===== config.mk =====
export PLATFORM = sky130hd
export DESIGN_NAME = prbs_test_ctrl
export DESIGN_NICKNAME = d
export VERILOG_FILES = /design/src/rtl/prbs_test_ctrl.sv
export SDC_FILE = /design/constraint.sdc
export NUM_CORES = 1
export LEC_CHECK = 0
export BUFFER_PORTS_ARGS = -buffer_cell sky130_fd_sc_hd__buf_4
export CAP_MARGIN = 30
export CORE_MARGIN = 3
export CORE_UTILIZATION = 50
export CTS_CLUSTER_DIAMETER = 60
export DETAILED_ROUTE_END_ITERATION = 10
export GPL_TIMING_DRIVEN = 0
export PLACE_DENSITY = 0.74
export SYNTH_ARGS = -nofsm -noshare
export SYNTH_HDL_FRONTEND = slang
export SYNTH_SLANG_ARGS = --single-unit

===== constraint.sdc =====
create_clock -name clk -period 5.61 [get_ports clk]
set_input_delay 1.4025 -clock clk [delete_from_list [all_inputs] [get_ports clk]]
set_output_delay 1.4025 -clock clk [all_outputs]
set_load 0.01 [all_outputs]

===== src/rtl/prbs_test_ctrl.sv =====
// prbs_test_ctrl
// ---------------------------------------------------------------------------
// Runs one PRBS loopback test around an external prbs_gen instance. It holds
// the generator in reset, primes it for one cycle, then forwards num_words
// generator words as transmit data. A LAT-deep copy of the transmitted words
// is compared against the looped-back receive data, and the block keeps
// saturating counts of bit errors and word errors.
//
// Ports
//   clk        clock
//   reset_n    synchronous active-low reset
//   start      one-cycle pulse, begins a test when idle or done
//   abort      one-cycle pulse, terminates a test in progress
//   num_words  number of words to transmit, sampled on an accepted start
//   gen_data   prbs_gen output word
//   gen_rst    prbs_gen reset (active-high)
//   tx_data    word toward the loopback path (zero when tx_valid is low)
//   tx_valid   tx_data carries a test word
//   rx_data    looped-back data, LAT cycles behind tx_data
//   busy       test in progress
//   done       test completed normally
//   aborted    last test was ended by abort
//   bit_errs   saturating count of mismatched bits
//   word_errs  saturating count of words with at least one mismatched bit
// ---------------------------------------------------------------------------
module prbs_test_ctrl #(
  parameter int SIZE       = 8,
  parameter int RST_CYCLES = 4,
  parameter int LAT        = 2,
  parameter int CW         = 32
) (
  input  logic            clk,
  input  logic            reset_n,
  input  logic            start,
  input  logic            abort,
  input  logic [CW-1:0]   num_words,
  input  logic [SIZE-1:0] gen_data,
  output logic            gen_rst,
  output logic [SIZE-1:0] tx_data,
  output logic            tx_valid,
  input  logic [SIZE-1:0] rx_data,
  output logic            busy,
  output logic            done,
  output logic            aborted,
  output logic [CW-1:0]   bit_errs,
  output logic [CW-1:0]   word_errs
);

  // Popcount width, and a sum width wide enough that an addition can never
  // wrap before it is compared against the saturation limit.
  localparam int PW = $clog2(SIZE + 1);
  localparam int SW = ((CW > PW) ? CW : PW) + 1;

  localparam logic [CW-1:0] CNT_MAX  = {CW{1'b1}};
  localparam logic [CW-1:0] CNT_ZERO = {CW{1'b0}};
  localparam logic [CW-1:0] CNT_ONE  = CW'(1);
  localparam logic [CW-1:0] RST_LAST = CW'(RST_CYCLES - 1);
  localparam logic [CW-1:0] LAT_LAST = CW'(LAT - 1);

  typedef enum logic [2:0] {
    S_IDLE    = 3'd0,
    S_GEN_RST = 3'd1,
    S_PRIME   = 3'd2,
    S_RUN     = 3'd3,
    S_DRAIN   = 3'd4,
    S_DONE    = 3'd5
  } state_t;

  function automatic logic [PW-1:0] popcount(input logic [SIZE-1:0] v);
    logic [PW-1:0] c;
    c = {PW{1'b0}};
    for (int i = 0; i < SIZE; i++) begin
      c = c + PW'(v[i]);
    end
    return c;
  endfunction

  state_t          state_r;
  logic [CW-1:0]   words_r;   // latched word count of the current test
  logic [CW-1:0]   cnt_r;     // down-counter for the timed states
  logic            start_ok_s;
  logic            abort_ok_s;

  logic [LAT-1:0]  dv_r;
  logic [SIZE-1:0] dd_r [LAT];
  logic            exp_valid_s;
  logic [SIZE-1:0] exp_data_s;

  logic [SIZE-1:0] diff_s;
  logic [SW-1:0]   bit_sum_s;
  logic [SW-1:0]   word_sum_s;
  logic [CW-1:0]   bit_next_s;
  logic [CW-1:0]   word_next_s;

  // busy is high exactly in the non-idle, non-done states, so it qualifies
  // which of start and abort may take effect (abort wins while busy).
  assign start_ok_s = start & ~busy;
  assign abort_ok_s = abort & busy;

  // Generator words pass straight through while transmitting.
  assign tx_data = tx_valid ? gen_data : {SIZE{1'b0}};

  // Test sequencer with registered status and control outputs.
  always_ff @(posedge clk) begin
    if (!reset_n) begin
      state_r  <= S_IDLE;
      words_r  <= CNT_ZERO;
      cnt_r    <= CNT_ZERO;
      gen_rst  <= 1'b1;
      tx_valid <= 1'b0;
      busy     <= 1'b0;
      done     <= 1'b0;
      aborted  <= 1'b0;
    end else if (abort_ok_s) begin
      state_r  <= S_IDLE;
      gen_rst  <= 1'b1;
      tx_valid <= 1'b0;
      busy     <= 1'b0;
      done     <= 1'b0;
      aborted  <= 1'b1;
    end else begin
      case (state_r)
        S_IDLE, S_DONE: begin
          if (start_ok_s) begin
            state_r <= S_GEN_RST;
            words_r <= num_words;
            cnt_r   <= RST_LAST;
            gen_rst <= 1'b1;
            busy    <= 1'b1;
            done    <= 1'b0;
            aborted <= 1'b0;
          end else begin
            state_r <= state_r;
          end
        end
        S_GEN_RST: begin
          if (cnt_r == CNT_ZERO) begin
            state_r <= S_PRIME;
            gen_rst <= 1'b0;
          end else begin
            cnt_r <= cnt_r - CNT_ONE;
          end
        end
        // The generator presents its first word at the end of this cycle.
        S_PRIME: begin
          if (words_r != CNT_ZERO) begin
            state_r  <= S_RUN;
            cnt_r    <= words_r - CNT_ONE;
            tx_valid <= 1'b1;
          end else begin
            state_r <= S_DRAIN;
            cnt_r   <= LAT_LAST;
          end
        end
        S_RUN: begin
          if (cnt_r == CNT_ZERO) begin
            state_r  <= S_DRAIN;
            cnt_r    <= LAT_LAST;
            tx_valid <= 1'b0;
          end else begin
            cnt_r <= cnt_r - CNT_ONE;
          end
        end
        // Wait out the loopback latency so the last word gets compared.
        S_DRAIN: begin
          if (cnt_r == CNT_ZERO) begin
            state_r <= S_DONE;
            busy    <= 1'b0;
            done    <= 1'b1;
          end else begin
            cnt_r <= cnt_r - CNT_ONE;
          end
        end
        default: begin
          state_r  <= S_IDLE;
          gen_rst  <= 1'b1;
          tx_valid <= 1'b0;
          busy     <= 1'b0;
          done     <= 1'b0;
        end
      endcase
    end
  end

  // Expected-data delay line matching the loopback latency; abort flushes it
  // so no stale word is compared after the test stops.
  always_ff @(posedge clk) begin
    if (!reset_n || abort_ok_s) begin
      dv_r <= {LAT{1'b0}};
      for (int i = 0; i < LAT; i++) begin
        dd_r[i] <= {SIZE{1'b0}};
      end
    end else begin
      dv_r[0] <= tx_valid;
      dd_r[0] <= tx_data;
      for (int i = 1; i < LAT; i++) begin
        dv_r[i] <= dv_r[i-1];
        dd_r[i] <= dd_r[i-1];
      end
    end
  end

  assign exp_valid_s = dv_r[LAT-1];
  assign exp_data_s  = dd_r[LAT-1];

  // Next values of both error counters, clamped at the all-ones limit.
  always_comb begin
    diff_s     = rx_data ^ exp_data_s;
    bit_sum_s  = SW'(bit_errs) + SW'(popcount(diff_s));
    word_sum_s = SW'(word_errs) + SW'(|diff_s);
    if (bit_sum_s > SW'(CNT_MAX)) begin
      bit_next_s = CNT_MAX;
    end else begin
      bit_next_s = bit_sum_s[CW-1:0];
    end
    if (word_sum_s > SW'(CNT_MAX)) begin
      word_next_s = CNT_MAX;
    end else begin
      word_next_s = word_sum_s[CW-1:0];
    end
  end

  // Error counters: cleared by reset or an accepted start, frozen on abort.
  always_ff @(posedge clk) begin
    if (!reset_n || start_ok_s) begin
      bit_errs  <= CNT_ZERO;
      word_errs <= CNT_ZERO;
    end else if (exp_valid_s && !abort_ok_s) begin
      bit_errs  <= bit_next_s;
      word_errs <= word_next_s;
    end else begin
      bit_errs  <= bit_errs;
      word_errs <= word_errs;
    end
  end

endmodule

==> flow_summary.json <==
{
  "setup.worst_path.end_class": "flop",
  "drc": 0,
  "htree_levels": 4,
  "synth_edf_count": 0,
  "finalCritPeriodShare_pct": 95.1,
  "syn_to_final_growth_pct": 22.4,
  "placed_cell_area_um2": 9380,
  "drt-total-wl_um": 23600,
  "hold_class": "flop to flop",
  "synth.area.top_cells": "dfxtp_1 38%, nand2_1 5.6%, a21oi_1 5.2%",
  "cp-start-kind": "input port",
  "synthCells": 996,
  "min_period_ns": 5.34,
  "core.rowCount": 46,
  "worst_slew_pin_slew_ns": 1.10,
  "crit_start": "rx_data[0]",
  "cap_violations": 0,
  "cp_cell_sequence": "buf_4 > xor2_1 > fa_1 > fa_1 > inv_1 > fa_1 > inv_1 > fa_1 > fa_1 > a21oi_1 > o21bai_2 > nand3_2 > or2_2 > clkbuf_2 > nand2_1 > o221a_2",
  "ys.warnings.count": 0,
  "setup-violations-final": 0,
  "place.gp.congestion": 0.906,
  "clock_tree.buffer_depth": 2,
  "avgViaCountPerCell": 6.02,
  "ir_drop_v": 0.000357,
  "yosysMostFrequentCell": "dfxtp_1",
  "critPathArrivalTime_ns": 5.66,
  "fmax_mhz": 187,
  "crit_family": "adder cells",
  "dpl.hpwl_um": 17000,
  "yosysTopAreaCellShare_pct": 37.8,
  "crit_path_end": "bit_errs[19]",
  "r2r_end": "bit_errs[19]",
  "portBuffers": 128,
  "core_um2": 15900,
  "die_x_um": 134,
  "critPathMaxFanout": 10,
  "overflow": 0,
  "dr.pass1.iters": 6,
  "met2_usage_pct": 43.3,
  "power_leakage_nw": 3.95,
  "drt_iter0_drc": 632,
  "clock_latency_ns": 0.43,
  "cts_buffers": 17,
  "post_cts_buffers": 0,
  "cts.sinks": 154,
  "grt_use_total_pct": 26.0,
  "clk_pin_slew_ns": 0.06,
  "synthArstFlopShare_pct": 0,
  "synth-main-ff-cell": "dfxtp_1",
  "rr_worst_depth": 15,
  "grtUsageMet1_pct": 33.2,
  "gr-usage-met3_pct": 5.36,
  "finalSetupTns_ns": 0,
  "r2r-start": "dd_r[0][8]",
  "antenna_left": 0,
  "synth_common_cells": "154 x dfxtp_1, 121 x nand2_1, 84 x a21oi_1",
  "syn_area_um2": 8150,
  "rsz0062_at_grt": "no",
  "finalPower_mw": 4.86,
  "report.final.slew_viol_count": 0,
  "drt-wirelength-per-cell_um": 17.2,
  "cpPeakStageDelay_ns": 0.55,
  "postLayoutCellArea_um2": 9970,
  "fin_skew_ns": 0.0136,
  "drive_gt1_share_pct": 16.2,
  "cp.depth": 16,
  "status": "finished clean",
  "r2r_slack_ns": 1.00,
  "grt_busiest_layer": "met2",
  "syn_nets": 1063,
  "die_h_um": 134,
  "num_antenna_cells": 0,
  "grt_pass1_vias": 7636,
  "worst_path_most_repeated_cell": "fa_1",
  "start_util_pct": 51.3,
  "power.density_nw_per_um2": 488,
  "synth.ff_latch_count": 154,
  "tritoncts": "built",
  "synth_largest_area_cell": "dfxtp_1",
  "cts_root_buf": "clkbuf_16",
  "die-area_um2": 17900,
  "syn_avg_cell_area_um2": 8.18,
  "relSlewSlack_pct": 26.8,
  "timing.critical_path.buf_inv": 4,
  "ys_seq_area_share_pct": 37.8,
  "layout_setup_ws_ns": 0.273,
  "antenna_found_initial": 0,
  "synthDistinctLibCells": 72,
  "post-place-ws_ns": -0.419,
  "crit_type": "input port to flop",
  "vias": 8272,
  "nets": 1212,
  "hold_viol": 0,
  "io_pins": 129,
  "cp.required_ns": 5.93,
  "grt_max_degree": 17,
  "crit_slowest_cell": "fa_1",
  "grt_pass1_wl_um": 38100
}
-- final cells by class --
type	instances	area, µm²
flip-flops and latches	154	3080
inverters	29	109
fillers	1440	5920
repair buffers	130	973
plain buffers	53	218
multi-input cells	760	4750
clock buffers	19	443
well taps	216	270
clock inverters	12	126
-- worst min-delay path by stage --
stage                           from           to  depth (start not counted)
after global routing      dd_r[0][7]  dd_r[0][15]                          1
after floorplan           dd_r[0][2]  dd_r[0][10]                          1
after detailed placement  dd_r[0][3]  dd_r[0][11]                          1
final                     dd_r[0][7]  dd_r[0][15]                          1
after CTS                 dd_r[0][7]  dd_r[0][15]                          1
after global placement    dd_r[0][0]   dd_r[0][8]                          1
-- sequential cells by signal, summed over array words and instances (netlist names), 2 cells and up --
name / cells
words_r: 32
dv_r: 2
state_r: 3
dd_r: 16
bit_errs: 32
cnt_r: 32
word_errs: 32
-- kinds of logic after synthesis --
family	share of synthesized area, %
and+or+nand+nor	26.3
DFF	37.8
adders and majority gates	2.77
muxes	0.246
xor gates and xnor gates	5.48
AOI/OAI and AO/OA	23.4
buffers and inverters	3.98
-- layout by cell type (no fill, tap or decap), types with 6 or more instances in the layout --
cell / synthesis / final
a21o_1: 6 / 6
xnor2_1: 25 / 25
o31ai_1: 6 / 6
a21oi_1: 84 / 84
nand2_1: 121 / 121
clkbuf_16: 0 / 17
o22ai_1: 18 / 18
dfxtp_1: 154 / 154
o221a_2: 6 / 6
buf_2: 7 / 8
or3_1: 13 / 13
nor4_1: 17 / 17
a32oi_1: 6 / 6
a211oi_1: 8 / 8
inv_1: 29 / 29
buf_4: 0 / 129
o211ai_1: 8 / 8
ha_1: 10 / 10
nand3_1: 27 / 26
a22oi_1: 14 / 14
a22o_1: 14 / 14
nor3_1: 42 / 42
a31oi_1: 16 / 16
and2_1: 26 / 26
clkbuf_1: 43 / 42
o21ai_0: 34 / 34
nand4_1: 23 / 23
nor2b_1: 8 / 8
and3_1: 32 / 32
and4_1: 14 / 14
a311oi_1: 10 / 10
or4_1: 6 / 6
nor2_1: 55 / 55
xor2_1: 26 / 26
-- what timing repair did --
| item | CTS | global route |
|---|---|---|
| endpoints found under the setup margin | 0 | 13 |
| gates resized for setup | 0 | 6 |
| hold buffers | 0 | 0 |
-- through the flow --
step	std cells	hold slack (ns)	util [%]
6_report	1373	0.456	62.8
4_1_cts	1372	0.459	62.7
5_1_grt	1373	0.478	62.8
3_3_place_gp	1340	0.440	59.0
2_1_floorplan	996	0.437	-
3_5_place_dp	1341	0.444	59.1
-- power breakdown --
part | leakage [nW] | internal, mW | total, mW | switching [mW]
registers | 1.25 | 1.23 | 1.38 | 0.150
clock network | 0.278 | 0.661 | 1.12 | 0.461
logic | 2.42 | 0.887 | 2.36 | 1.47
total | 3.95 | 2.78 | 4.86 | 2.08
-- metal layers --
| metal | routed length (µm) | share of wire (%) | vias to the layer above |
|---|---|---|---|
| li1 | - | - | 4016 |
| met4 | 672 | 2.9 | 0 |
| met1 | 10200 | 43 | 3895 |
| met2 | 11200 | 48 | 309 |
| met5 | 0 | 0 | - |
| met3 | 1430 | 6.1 | 52 |
-- worst register-to-register path: stages, from the launching register on --
cell      delay (ns)
dfxtp_1         0.34
xor2_1          0.25
fa_1            0.49
fa_1            0.55
inv_1           0.06
fa_1            0.52
inv_1           0.05
fa_1            0.47
fa_1            0.43
a21oi_1         0.22
o21bai_2        0.16
nand3_2         0.14
or2_2           0.13
clkbuf_2        0.22
nand2_1         0.14
o221a_2         0.33
Note: power is estimated with default switching activity, not from simulation.
